===== src/rtl/uart_pkg.sv =====
// uart_pkg: shared types and constants for the UART MMIO blocks.
//   tx_state_t      serializer FSM states
//   UART_*          MMIO addresses decoded by the memory controller hub
//   TX_WORD_W       stored FIFO word width (32 in word mode, 8 otherwise)
//   TX_BYTES        bytes serialized per queued word
// Build option: define UART_TX_WORD_MODE_EN to send all four bytes of each
// stored word (LSB first); otherwise only push_data[7:0] is kept and sent.
package uart_pkg;

  typedef enum logic [1:0] {IDLE, SEND, ACK, DRAIN} tx_state_t;

  localparam logic [31:0] UART_RX_DATA  = 32'hfffffff1;
  localparam logic [31:0] UART_RX_COUNT = 32'hfffffff2;
  localparam logic [31:0] UART_TX_DATA  = 32'hfffffff4;
  localparam logic [31:0] UART_TX_FREE  = 32'hfffffff8;

`ifdef UART_TX_WORD_MODE_EN
  localparam int TX_WORD_W = 32;
  localparam int TX_BYTES  = 4;
`else
  localparam int TX_WORD_W = 8;
  localparam int TX_BYTES  = 1;
`endif

endpackage


===== src/rtl/uart_tx_queue_if.sv =====
// uart_tx_queue_if: core store port plus UartTx handshake of the TX queue.
//   push_en/push_data  qualified store to TX data MMIO (core -> queue)
//   push_stall         queue full, core holds the store
//   free_count         free entries, read back through TX free MMIO
//   tx_start/sdata     one-cycle start pulse and byte to UartTx
//   tx_busy            UartTx busy
//   idle               queue empty and serializer idle
// slave = the queue; master = core/hub plus UartTx side.
interface uart_tx_queue_if;
  logic        push_en;
  logic [31:0] push_data;
  logic        push_stall;
  logic [31:0] free_count;
  logic        tx_start;
  logic [7:0]  sdata;
  logic        tx_busy;
  logic        idle;

  modport master (output push_en, push_data, tx_busy,
                  input  push_stall, free_count, tx_start, sdata, idle);
  modport slave  (input  push_en, push_data, tx_busy,
                  output push_stall, free_count, tx_start, sdata, idle);
endinterface


===== src/rtl/uart_tx_queue_fifo.sv =====
// sync_fifo: single-clock circular FIFO with show-ahead read.
//   clock, reset        clock, async active-low reset
//   push/push_data      write request (ignored while full)
//   pop/pop_data        read request (ignored while empty); pop_data = head
//   full, empty, count  status from registered occupancy
module sync_fifo #(
  parameter  int WIDTH = 8,
  parameter  int DEPTH = 16,
  localparam int AW    = $clog2(DEPTH),
  localparam int CW    = AW + 1
) (
  input  logic             clock,
  input  logic             reset,
  input  logic             push,
  input  logic [WIDTH-1:0] push_data,
  input  logic             pop,
  output logic [WIDTH-1:0] pop_data,
  output logic             full,
  output logic             empty,
  output logic [CW-1:0]    count
);
  logic [WIDTH-1:0] mem [DEPTH];
  logic [AW-1:0]    head, tail;
  logic             do_push, do_pop;

  // full comes from the registered count only, so a pop in a full cycle
  // does not open a slot for a push in that same cycle
  assign full    = (count == CW'(DEPTH));
  assign empty   = (count == '0);
  assign do_push = push & ~full;
  assign do_pop  = pop & ~empty;

  always_ff @(posedge clock or negedge reset) begin
    if (!reset) begin
      head  <= '0;
      tail  <= '0;
      count <= '0;
    end else begin
      if (do_push) tail <= tail + 1'b1;
      if (do_pop)  head <= head + 1'b1;
      case ({do_push, do_pop})
        2'b10:   count <= count + 1'b1;
        2'b01:   count <= count - 1'b1;
        default: ;
      endcase
    end
  end

  // storage needs no reset: entries are only read behind a valid count
  always_ff @(posedge clock) begin
    if (do_push) mem[tail] <= push_data;
  end

  assign pop_data = mem[head];
endmodule


===== src/rtl/uart_tx_queue.sv =====
// uart_tx_queue: buffers core stores to the TX data MMIO word and serializes
// them to UartTx through the tx_start/tx_busy handshake.
//   clock, reset  system clock, async active-low reset
//   bus (slave)   push_en/push_data/push_stall/free_count store side,
//                 tx_start/sdata/tx_busy UartTx side, idle status
// Build option: UART_TX_WORD_MODE_EN sends 4 bytes per word, LSB first;
// without it each word is a single byte (push_data[7:0]).
module uart_tx_queue
  import uart_pkg::*;
#(
  parameter int DEPTH = 16
) (
  input logic       clock,
  input logic       reset,
  uart_tx_queue_if.slave bus
);
  localparam int CW = $clog2(DEPTH) + 1;

  logic                 full, empty, pop;
  logic [CW-1:0]        count;
  logic [TX_WORD_W-1:0] head_word;

  tx_state_t  state, state_nx;
  logic       tx_start_q, tx_start_nx;
  logic [7:0] sdata_q, sdata_nx;

`ifdef UART_TX_WORD_MODE_EN
  logic [31:0] shreg, shreg_nx;
  logic [1:0]  bidx, bidx_nx;
`else
  logic [23:0] unused_push_hi;
  assign unused_push_hi = bus.push_data[31:8];
`endif

  sync_fifo #(.WIDTH(TX_WORD_W), .DEPTH(DEPTH)) u_fifo (
    .clock     (clock),
    .reset     (reset),
    .push      (bus.push_en),
    .push_data (bus.push_data[TX_WORD_W-1:0]),
    .pop       (pop),
    .pop_data  (head_word),
    .full      (full),
    .empty     (empty),
    .count     (count)
  );

  always_ff @(posedge clock or negedge reset) begin
    if (!reset) begin
      state      <= IDLE;
      tx_start_q <= 1'b0;
      sdata_q    <= 8'h00;
`ifdef UART_TX_WORD_MODE_EN
      shreg      <= '0;
      bidx       <= '0;
`endif
    end else begin
      state      <= state_nx;
      tx_start_q <= tx_start_nx;
      sdata_q    <= sdata_nx;
`ifdef UART_TX_WORD_MODE_EN
      shreg      <= shreg_nx;
      bidx       <= bidx_nx;
`endif
    end
  end

  // tx_start/sdata are registered: they are set on the transition into SEND
  // so the pulse lines up with the SEND cycle.
  always_comb begin
    state_nx    = state;
    tx_start_nx = 1'b0;
    sdata_nx    = sdata_q;
    pop         = 1'b0;
`ifdef UART_TX_WORD_MODE_EN
    shreg_nx    = shreg;
    bidx_nx     = bidx;
`endif
    case (state)
      IDLE: if (!empty) begin
        pop         = 1'b1;
        sdata_nx    = head_word[7:0];
        tx_start_nx = 1'b1;
        state_nx    = SEND;
`ifdef UART_TX_WORD_MODE_EN
        shreg_nx    = head_word;
        bidx_nx     = '0;
`endif
      end
      SEND: state_nx = ACK;
      ACK:  if (bus.tx_busy) state_nx = DRAIN;
      DRAIN: if (!bus.tx_busy) begin
`ifdef UART_TX_WORD_MODE_EN
        if (bidx != 2'd3) begin
          // shift the next byte down into sdata
          shreg_nx    = shreg >> 8;
          sdata_nx    = shreg[15:8];
          bidx_nx     = bidx + 1'b1;
          tx_start_nx = 1'b1;
          state_nx    = SEND;
        end else begin
          state_nx    = IDLE;
        end
`else
        state_nx = IDLE;
`endif
      end
      default: state_nx = IDLE;
    endcase
  end

  assign bus.tx_start   = tx_start_q;
  assign bus.sdata      = sdata_q;
  assign bus.push_stall = bus.push_en & full;
  assign bus.free_count = 32'(DEPTH) - 32'(count);
  assign bus.idle       = empty & (state == IDLE);
endmodule


===== src/flat_wrapper.sv =====
// flat-port wrapper written by rule: the top's interface ports become plain ports
module uart_tx_queue_flat import uart_pkg::*;
#(
  parameter int DEPTH = 16
)
  (clock, reset, bus_push_en, bus_push_data, bus_tx_busy, bus_push_stall, bus_free_count, bus_tx_start, bus_sdata, bus_idle);
  uart_tx_queue_if bus_i ();
  input logic clock;
  input logic reset;
  input wire logic [$bits(bus_i.push_en)-1:0] bus_push_en;
  input wire logic [$bits(bus_i.push_data)-1:0] bus_push_data;
  input wire logic [$bits(bus_i.tx_busy)-1:0] bus_tx_busy;
  output wire logic [$bits(bus_i.push_stall)-1:0] bus_push_stall;
  output wire logic [$bits(bus_i.free_count)-1:0] bus_free_count;
  output wire logic [$bits(bus_i.tx_start)-1:0] bus_tx_start;
  output wire logic [$bits(bus_i.sdata)-1:0] bus_sdata;
  output wire logic [$bits(bus_i.idle)-1:0] bus_idle;
  assign bus_i.push_en = bus_push_en;
  assign bus_i.push_data = bus_push_data;
  assign bus_i.tx_busy = bus_tx_busy;
  assign bus_push_stall = bus_i.push_stall;
  assign bus_free_count = bus_i.free_count;
  assign bus_tx_start = bus_i.tx_start;
  assign bus_sdata = bus_i.sdata;
  assign bus_idle = bus_i.idle;
  uart_tx_queue #(.DEPTH(DEPTH)) u_core (.clock(clock), .reset(reset), .bus(bus_i));
endmodule

===== config.mk =====
export PLATFORM = sky130hd
export DESIGN_NAME = uart_tx_queue_flat
export DESIGN_NICKNAME = d
export VERILOG_FILES = /design/src/rtl/uart_pkg.sv /design/src/rtl/uart_tx_queue_if.sv /design/src/rtl/uart_tx_queue_fifo.sv /design/src/rtl/uart_tx_queue.sv /design/src/flat_wrapper.sv
export SDC_FILE = /design/constraint.sdc
export NUM_CORES = 1
export LEC_CHECK = 0
export BUFFER_PORTS_ARGS = -buffer_cell sky130_fd_sc_hd__buf_2
export CAP_MARGIN = 5
export CORE_MARGIN = 4
export CORE_UTILIZATION = 57
export CTS_BUF_LIST = sky130_fd_sc_hd__clkbuf_16
export DETAILED_ROUTE_END_ITERATION = 10
export GPL_TIMING_DRIVEN = 0
export PLACE_DENSITY = 0.82
export SLEW_MARGIN = 10
export SYNTH_ARGS = -nofsm -noshare
export SYNTH_HDL_FRONTEND = slang
export SYNTH_SLANG_ARGS = --single-unit

===== constraint.sdc =====
create_clock -name clock -period 5.57 [get_ports clock]
set_input_delay 0.2785 -clock clock [delete_from_list [all_inputs] [get_ports clock]]
set_output_delay 0.2785 -clock clock [all_outputs]
set_load 0.03 [all_outputs]

==> impl_metrics.csv <==
group,metric,value,unit
status,status,"finished clean",
drt,avgViaCountPerCell,5.80,
placement,port-buffer-count,54,
logic_synthesis,async_flop_share,0.158,
worst_setup_path,path_class,"reg -> reg",
layout,final_cells,676,
min_path,hold_path.startpoint,"bus_push_data[3]",
die,die_h,116,um
logic_synthesis,synthesis.nets,497,
logic_synthesis,synth_seq_area_share,0.670,
pwr,ir_worst_vdd,0.000665,V
clock_tree,holdBufCountCts,1,
clock_tree,cts.sinks,152,
logic_synthesis,synth-seq-cells,152,
sta,fmax,335,MHz
die,ios,79,
sta,worst_pin_slew,982,ps
logic_synthesis,synth-edff-count,128,
clock_tree,cts_made_buffers,17,
worst_setup_path,worst_r2r_startpoint,"u_core.u_fifo.count[0]",
drt,routed_wl,14300,um
logic_synthesis,syn_inst,446,
worst_setup_path,crit_top_cell,"ha_1",
clock_tree,cts_buffer_depth,2,
clock_tree,tritoncts,"built",
die,rows,39,
drt,firstDrtPassIters,5,
drt,drtAntennaViolNets,0,
sta,fin_crit,2990,ps
clock_tree,clock-root-buffer,"clkbuf_16",
drt,drtIter0Drc,526,
global_routing,antenna_found_initial,0,
placement,placed_cells,643,
logic_synthesis,yosysUniqueCellTypes,37,
worst_setup_path,crit_slowest_cell,"dfrtp_1",
drt,avgRoutedWirePerCell,21.1,um
logic_synthesis,syn_area,6640,um2
clock_tree,post_cts_resize_count,0,
layout,antenna_cells,0,
worst_setup_path,critical_path.top_delay_family,"adder cells",
sta,finClkSkew,6.10,ps
logic_synthesis,ys_warn_count,0,
logic_synthesis,synth_largest_area_cell,"edfxtp_1",
sta,period_share,0.536,
drt,vias,3918,
die,core_area,11400,um2
clock_tree,clk_pin_slew,60,ps
sta,final_max_slew_viol_count,0,
worst_setup_path,critical_path.startpoint_type,"flop",
worst_setup_path,cpPeakStageDelay,470,ps
worst_setup_path,crit_start,"u_core.u_fifo.count[0]",
die,die_w,116,um
global_routing,overflow,0,
sta,setup_viol,0,
run,maxCapViolations,0,
pwr,powerDensity,605,nW/um2
layout,nets,571,
layout,areaGrowthSynthToFinish,15.8,%
layout,layout_common_cells,"128 x edfxtp_1, 64 x mux2i_1, 62 x buf_2, 31 x nand2_1, 30 x buf_4",
die,start_util,0.581,
logic_synthesis,ys_top_cells_by_area,"edfxtp_1 58%, mux2i_1 9.7%, dfrtp_1 9.0%",
placement,gp_congestion,0.920,
worst_setup_path,crit_arrival,3290,ps
sta,finalSetupTns,0,ps
layout,drive_gt1_frac,0.251,
worst_setup_path,path_cells,"inv_1 -> ha_1 -> nor3b_1 -> ha_1 -> nand2b_1 -> inv_1 -> ha_1 -> buf_2 -> xor2_1 -> ha_1 -> a21oi_1 -> xor2_1 -> nor2_1 -> xor2_1",
worst_setup_path,critPathBufInv,3,
sta,hold_viol_final,0,
worst_setup_path,required,5870,ps
global_routing,grt_pass1_wl,21700,um
worst_setup_path,crit_fanout,8,
worst_setup_path,end_kind,"flop",
min_path,hp-class,"in -> reg",
logic_synthesis,synthFlopType,"edfxtp_1",
global_routing,grt_max_degree,28,
layout,final_common_cell,"edfxtp_1",
sta,rsz0062_at_grt,"no",
clock_tree,h-tree-depth,4,
die,die_area,13400,um2
placement,dp_hpwl,9490,um
logic_synthesis,yosysTopAreaCellShare,0.579,
global_routing,track_usage,0.224,
clock_tree,clock_latency,420,ps
drt,drc,0,
pwr,p_leak,3.03,nW
clock_tree,post_cts_buffers,0,
global_routing,grt_pass1_vias,4011,
sta,max_slew_margin,0.346,
logic_synthesis,synth.avg_cell_area,14.9,um2
==> sequential cells by signal, summed over array words and instances (netlist names) <==
name,count
u_core.u_fifo.mem,128
u_core.bus.sdata,8
u_core.u_fifo.count,5
u_core.u_fifo.head,4
u_core.u_fifo.tail,4
u_core.state,2
u_core.bus.tx_start,1
==> report_power, final <==
part	internal, W	switching (W)	leakage [nW]
registers	0.00142	0.000111	1.44
logic	0.000769	0.00121	1.31
clock network	0.000696	0.000441	0.277
total	0.00289	0.00176	3.03
==> cell type report <==
class                   instances  area (um2)
fillers                       765        3730
inverters                      13        48.8
multi-input cells             234        1750
clock inverters                15         163
flip-flops and latches        152        4440
repair buffers                 55         280
plain buffers                  47         394
well taps                     143         179
clock buffers                  17         425
==> cells in the mapped netlist, drive strengths merged, types with 11 or more instances <==
cell / number
a21oi: 21
mux2i: 64
ha: 15
xnor2: 11
inv: 13
nand2: 31
and2: 19
a22oi: 17
edfxtp: 128
buf: 45
nand3: 25
dfrtp: 24
==> per-layer routing <==
metal / up-vias / wire length [um] / share of wire / track usage
met5: - / 0 / 0 / 0
met4: 0 / 423 / 0.030 / 0.103
met3: 27 / 1160 / 0.081 / 0.0507
met2: 202 / 7070 / 0.49 / 0.366
met1: 1929 / 5640 / 0.39 / 0.288
li1: 1760 / - / - / -
==> path summary, 6_finish.rpt <==
path | slack [ps] | cells after the start | end
setup / recovery | 2580 | 14 | u_core.u_fifo.count[2]
hold / removal | 280 | 1 | u_core.u_fifo.mem[0][3]
setup reg to reg | 2580 | 14 | u_core.u_fifo.count[2]
hold reg to reg | 480 | 2 | u_core.bus.sdata[0]
max in group asynchronous | 4790 | 2 | u_core.u_fifo.tail[3]
min in group asynchronous | 390 | 2 | u_core.u_fifo.head[0]
==> worst reg2reg max path, delay by kind of cell (launching register included) <==
kind / cells / cell delay (ps)
xor+xnor: 3 / 450
fa+ha+maj: 4 / 900
flops: 1 / 470
compound gates: 1 / 160
simple gates: 3 / 500
buf+inv: 3 / 380
==> kinds of logic after synthesis <==
group,after synthesis,synth area share
AO/OA/AOI/OAI,45,0.0424
XOR/XNOR,15,0.0198
adder cells (fa/ha/maj),15,0.0283
buffers and inverters,60,0.0667
flip-flops,152,0.670
multiplexers,66,0.0999
AND/OR/NAND/NOR,93,0.0732
==> stage by stage <==
step	util	total power (W)	instance area (um2)	setup WS, ps	hold WS [ps]
3_5_place_dp	0.621	0.00352	7090	2610	316
4_1_cts	0.673	0.00466	7690	2580	257
5_1_grt	0.673	0.00486	7690	2300	271
2_1_floorplan	-	0.00301	6640	2940	-17.1
6_report	0.673	0.00465	7690	2580	277
3_3_place_gp	0.621	0.00345	7090	2670	304
Power figures use the tool's default switching activity.
